<file path="src/rtl/ifetch_pkg.sv">
// ---------------------------------------------------------------------------
// ifetch_pkg : shared widths, PC step, fetch FSM encoding and alignment helper
// Revision   : 1.0
// ---------------------------------------------------------------------------
`default_nettype none

package ifetch_pkg;
   localparam int INSTR_W = 32;
   localparam int ADDR_W  = 32;
   localparam logic [ADDR_W-1:0] PC_STEP = 32'd4;

   typedef enum logic [1:0] {
      ST_IDLE = 2'd0,
      ST_REQ  = 2'd1,
      ST_WAIT = 2'd2
   } fetch_state_e;

   function automatic logic is_aligned(input logic [ADDR_W-1:0] addr);
      return (addr[1:0] == 2'b00);
   endfunction
endpackage

`default_nettype wire

</file>
<file path="src/rtl/ifetch_pc.sv">
// ---------------------------------------------------------------------------
// ifetch_pc : fetch PC register with increment, aligned redirect and fault
// Revision  : 1.0
// ---------------------------------------------------------------------------
`default_nettype none

module ifetch_pc
   import ifetch_pkg::*;
#(
   parameter logic [ADDR_W-1:0] RESET_PC = 32'h0000_0000
) (
   input  logic              clk,
   input  logic              rst_n,
   input  logic              inc_i,
   input  logic              redir_valid_i,
   input  logic [ADDR_W-1:0] redir_pc_i,
   output logic [ADDR_W-1:0] pc_o,
   output logic              fault_o,
   output logic              redir_ok_o
);

   logic [ADDR_W-1:0] pc_q, pc_d;
   logic              fault_q, fault_d;
   logic              w_redir_ok;

   assign w_redir_ok = redir_valid_i && is_aligned(redir_pc_i);

   // An aligned redirect always beats the increment; a misaligned one only flags.
   always_comb begin
      pc_d    = pc_q;
      fault_d = fault_q;
      if (w_redir_ok) begin
         pc_d    = redir_pc_i;
         fault_d = 1'b0;
      end else begin
         if (redir_valid_i) fault_d = 1'b1;
         if (inc_i)         pc_d    = pc_q + PC_STEP;
      end
   end

   always_ff @(posedge clk or negedge rst_n) begin
      if (!rst_n) begin
         pc_q    <= RESET_PC;
         fault_q <= 1'b0;
      end else begin
         pc_q    <= pc_d;
         fault_q <= fault_d;
      end
   end

   assign pc_o       = pc_q;
   assign fault_o    = fault_q;
   assign redir_ok_o = w_redir_ok;

endmodule

`default_nettype wire

</file>
<file path="src/rtl/ifetch.sv">
// ---------------------------------------------------------------------------
// ifetch : request/response instruction fetch feeding the IR register
// Revision : 1.0
// ---------------------------------------------------------------------------
`default_nettype none

module ifetch
   import ifetch_pkg::*;
#(
   parameter logic [ADDR_W-1:0] RESET_PC = 32'h0000_0000
) (
   input  logic               clk,
   input  logic               rst_n,
   input  logic               fetch_req,
   input  logic               redirect_valid,
   input  logic [ADDR_W-1:0]  redirect_pc,
   output logic               mem_req,
   output logic [ADDR_W-1:0]  mem_addr,
   input  logic               mem_ack,
   input  logic               mem_rvalid,
   input  logic [INSTR_W-1:0] mem_rdata,
   output logic               ir_en,
   output logic [INSTR_W-1:0] ir_instr,
   output logic [ADDR_W-1:0]  pc_out,
   output logic               busy,
   output logic               fault
);

   fetch_state_e       state_q;
   logic               kill_q;
   logic               mem_req_q;
   logic [ADDR_W-1:0]  addr_q;
   logic               ir_en_q;
   logic [INSTR_W-1:0] ir_instr_q;
   logic [ADDR_W-1:0]  pc_out_q;
   logic               busy_q;

   logic [ADDR_W-1:0]  w_fetch_pc;
   logic               w_redir_ok;
   logic               w_deliver;

   // A response is delivered only if neither a stored nor a same-cycle redirect killed it.
   assign w_deliver = (state_q == ST_WAIT) && mem_rvalid && !kill_q && !w_redir_ok;

   ifetch_pc #(
      .RESET_PC      (RESET_PC)
   ) u_pc (
      .clk           (clk),
      .rst_n         (rst_n),
      .inc_i         (w_deliver),
      .redir_valid_i (redirect_valid),
      .redir_pc_i    (redirect_pc),
      .pc_o          (w_fetch_pc),
      .fault_o       (fault),
      .redir_ok_o    (w_redir_ok)
   );

   always_ff @(posedge clk or negedge rst_n) begin
      if (!rst_n) begin
         state_q    <= ST_IDLE;
         kill_q     <= 1'b0;
         mem_req_q  <= 1'b0;
         addr_q     <= RESET_PC;
         ir_en_q    <= 1'b0;
         ir_instr_q <= '0;
         pc_out_q   <= RESET_PC;
         busy_q     <= 1'b0;
      end else begin
         ir_en_q <= 1'b0;
         case (state_q)
            ST_IDLE: begin
               if (fetch_req) begin
                  state_q   <= ST_REQ;
                  mem_req_q <= 1'b1;
                  busy_q    <= 1'b1;
                  addr_q    <= w_redir_ok ? redirect_pc : w_fetch_pc;
               end
            end
            ST_REQ: begin
               if (w_redir_ok) kill_q <= 1'b1;
               if (mem_ack) begin
                  state_q   <= ST_WAIT;
                  mem_req_q <= 1'b0;
               end
            end
            ST_WAIT: begin
               if (mem_rvalid) begin
                  state_q <= ST_IDLE;
                  busy_q  <= 1'b0;
                  kill_q  <= 1'b0;
                  if (w_deliver) begin
                     ir_en_q    <= 1'b1;
                     ir_instr_q <= mem_rdata;
                     pc_out_q   <= addr_q;
                  end
               end else if (w_redir_ok) begin
                  kill_q <= 1'b1;
               end
            end
            default: begin
               state_q   <= ST_IDLE;
               mem_req_q <= 1'b0;
               busy_q    <= 1'b0;
               kill_q    <= 1'b0;
            end
         endcase
      end
   end

   assign mem_req  = mem_req_q;
   assign mem_addr = addr_q;
   assign ir_en    = ir_en_q;
   assign ir_instr = ir_instr_q;
   assign pc_out   = pc_out_q;
   assign busy     = busy_q;

endmodule

`default_nettype wire
</file>
<file path="config.mk">
export PLATFORM = sky130hd
export DESIGN_NAME = ifetch
export DESIGN_NICKNAME = d
export VERILOG_FILES = /design/src/rtl/ifetch_pkg.sv /design/src/rtl/ifetch_pc.sv /design/src/rtl/ifetch.sv
export SDC_FILE = /design/constraint.sdc
export NUM_CORES = 1
export LEC_CHECK = 0
export ABC_AREA = 1
export BUFFER_PORTS_ARGS = -buffer_cell sky130_fd_sc_hd__buf_2
export CAP_MARGIN = 15
export CELL_PAD_IN_SITES_DETAIL_PLACEMENT = 0
export CELL_PAD_IN_SITES_GLOBAL_PLACEMENT = 1
export CORE_AREA = 2 2 164 166
export CTS_CLUSTER_SIZE = 8
export DETAILED_ROUTE_END_ITERATION = 16
export DIE_AREA = 0 0 166 168
export PLACE_DENSITY_LB_ADDON = 0.05
export SYNTH_ARGS = -nofsm -noshare
export SYNTH_HDL_FRONTEND = slang
export SYNTH_SLANG_ARGS = --single-unit
</file>
<file path="constraint.sdc">
create_clock -name clk -period 2 [get_ports clk]
set_input_delay 0.1 -clock clk [delete_from_list [all_inputs] [get_ports clk]]
set_output_delay 0.1 -clock clk [all_outputs]
set_load 0.03 [all_outputs]
</file>
==> qor.yml <==
run_status:
  status: "finished, final reports clean"
global_route:
  gr-total-overflow: 0
  grt_pass1_wl_um: 35300
  use_met3: 0.0310
  busiest_layer: "met2"
  grt_max_degree: 54
  grt_util_all_layers: 0.159
  grtUsageMet2: 0.248
  use_met1: 0.228
  antenna_found_initial: 0
  grt_pass1_vias: 6341
die:
  rows: 60
  initial_core_util: 0.245
  core-area_um2: 26400
  ioPinCount: 170
  die_w_um: 166
  die_height_um: 168
  dieArea_um2: 27900
worst_setup_path:
  cp_max_fo: 22
  worstSetupPathType: "reg -> reg"
  crit_path_start_kind: "flop"
  cp-end-kind: "flop"
  worst_ep_arrival_time_ns: 2.13
  worstPathRequired_ns: 2.31
cts:
  root_buffer: "clkbuf_16"
  clk_latency_ns: 0.42
  path_clk_slew_ns: 0.07
  htree_num_levels: 4
  cts_tree: "done"
  cts.path.max_buffers: 2
  clock-sinks: 135
  cts_made_buffers: 17
placement:
  port_buffers: 169
  routabilityCongestion: 0.724
  dp_hpwl_um: 15000
logic_synthesis:
  ys_seq_area_frac: 0.522
  ys_warn_count: 0
  yosys.area_share.xor_xnor: 0
  synth-simple-area-share: 0.334
  synth_top_family_by_area: "simple AND/OR/NAND/NOR gates"
  synth_nets: 917
  synth_fa_ha_area_frac: 0.00967
  postSynthCellCount: 842
  ys_ff_latch: 135
  async_flop_share: 1.00
  synth_cell_type_count: 29
  netlist.area_leader.share: 0.522
  syn_avg_cell_area_um2: 7.68
  synth_top_flop_cell: "dfrtp_1"
  synth_area_leaders: "dfrtp_1, nand2_1, nor2_1"
  yosysMostFrequentCell: "nand2_1"
  synth_area_um2: 6470
  synth_compound_area_frac: 0.0747
  synth_top_area_cell: "dfrtp_1"
  synth_mux_area_frac: 0
  synth_commonest_cells: "nand2_1, dfrtp_1, nor2_1"
  synth_edf_count: 0
power:
  pwr-share-seq: 0.333
  power_per_cell_area_nw_per_um2: 1590
  power.share.combinational: 0.420
  p_sw_mw: 6.37
  switching_share: 0.438
  ir_worst_vdd_mv: 0.538
  finalPower_mw: 14.6
  p_clk_frac: 0.247
  p_leak_nw: 4.78
  p_int_mw: 8.19
route:
  vias: 6058
  finalWirelength_um: 21500
  drtIter0Drc: 318
  routed_via_density: 4.23
  drc: 0
  dr.pass1.iters: 4
  ant_nets: 0
  wl_per_cell_um: 15.0
sta:
  worstMarginPinSlew_ns: 0.423
  relSlewSlack: 0.718
  fmax_mhz: 550
  grt_setup_unrepaired: "false"
  finalSetupViolations: 0
  period_share: 0.909
  fin_crit_ns: 1.82
  hold_violations: 0
  fin_tns_setup_ns: 0
  drv_slew: 0
  fin_skew_ns: 0.0167
layout:
  layout.nets: 1154
  layout-drive-gt1-share: 0.228
  antennaDiodeCount: 0
  syn_to_final_growth_pct: 41.3
job:
  drv_cap: 0
hold_path:
  min_path_type: "in -> reg"
-- routing by layer --
metal,up-vias,share of wire
met5,-,0
met4,0,0.0062
met3,10,0.033
met2,130,0.44
met1,2789,0.52
li1,3129,-
-- power groups by stage --
| stage | clock (mW) | sequential, mW | combinational, mW |
|---|---|---|---|
| final | 3.59 | 4.85 | 6.12 |
| after global routing | 3.83 | 5.05 | 6.80 |
| after CTS | 3.71 | 4.87 | 6.17 |
| after detailed placement | 0 | 4.91 | 6.05 |
| after global placement | 0 | 4.89 | 6.09 |
| after floorplan | 0 | 6.48 | 2.39 |
-- cell usage in the layout, fill, tap and decap left out, types with 6 or more instances in the layout --
master           n
buf_12           8
buf_4           13
nand2_1        339
a31oi_1         24
bufinv_16        6
o21ai_0         23
inv_1           52
o21ai_1         11
clkbuf_16       18
dfrtp_1        135
a21oi_1         22
dlygate4sd3_1   61
nor2_1         119
buf_2          168
nand3_1         31
-- final cells by class --
type	instances	area, um2
Clock inverter	12	226
Inverter	59	224
Fill cell	2874	17200
Tap cell	341	427
Sequential cell	135	3380
Clock buffer	18	429
Multi-Input combinational cell	614	2710
Timing Repair Buffer	252	1750
-- worst max-delay path, stage by stage, from the launching register on --
cell and delay (ns):
dfrtp_1 0.38, inv_1 0.12, ha_1 0.20, nand3_1 0.22, nand2_2 0.22, buf_12 0.19, nand2_1 0.08, inv_1 0.06
nand2_1 0.05, nor2_1 0.10, nor2_1 0.05
-- state kept, by name, indices dropped and copies added, names as in the netlist --
register and flops:
busy 1, ir_en 1, ir_instr 32, mem_addr 32
mem_req 1, state_q 2, u_pc.fault_o 1, u_pc.pc_o 32
kill_q 1, pc_out 32
-- cells by family (layout without fill, tap and decap cells) --
kind of cell,Yosys count,count (layout)
adder cells (fa/ha/maj),5,5
buffers and inverters,93,341
AND/OR/NAND/NOR,522,522
flip-flops,135,135
AO/OA/AOI/OAI,87,87
-- worst paths after layout --
kind | slack (ns) | cells past startpoint | end | startpoint
max | 0.18 | 10 | u_pc.pc_o[23] | state_q[0]
min | 0.05 | 3 | mem_addr[20] | redirect_pc[20]
max reg2reg | 0.18 | 10 | u_pc.pc_o[23] | state_q[0]
min reg2reg | 0.47 | 2 | pc_out[5] | pc_out[5]
max in group asynchronous | 1.20 | 3 | u_pc.pc_o[14] | rst_n
min in group asynchronous | 0.16 | 2 | ir_instr[6] | rst_n
-- through the flow --
step	util	worst slack [ns]	hold slack, ns	instances	cell area [um2]
finish	0.347	0.182	0.0459	1431	9140
global route	0.347	0.00883	0.0323	1431	9140
CTS	0.346	0.132	0.0363	1430	9110
detailed placement	0.298	0.159	0.0469	1339	7840
global placement	0.298	0.204	0.0433	1339	7840
floorplan	-	0.479	-0.196	842	6470
-- timing repair --
action,CTS,global route
setup buffers,0,0
hold buffers,61,0
endpoints found under the hold margin,132,0
gates resized for setup,0,3
endpoints found under the setup margin,0,7
No activity file was read; power rests on OpenSTA's default activity.
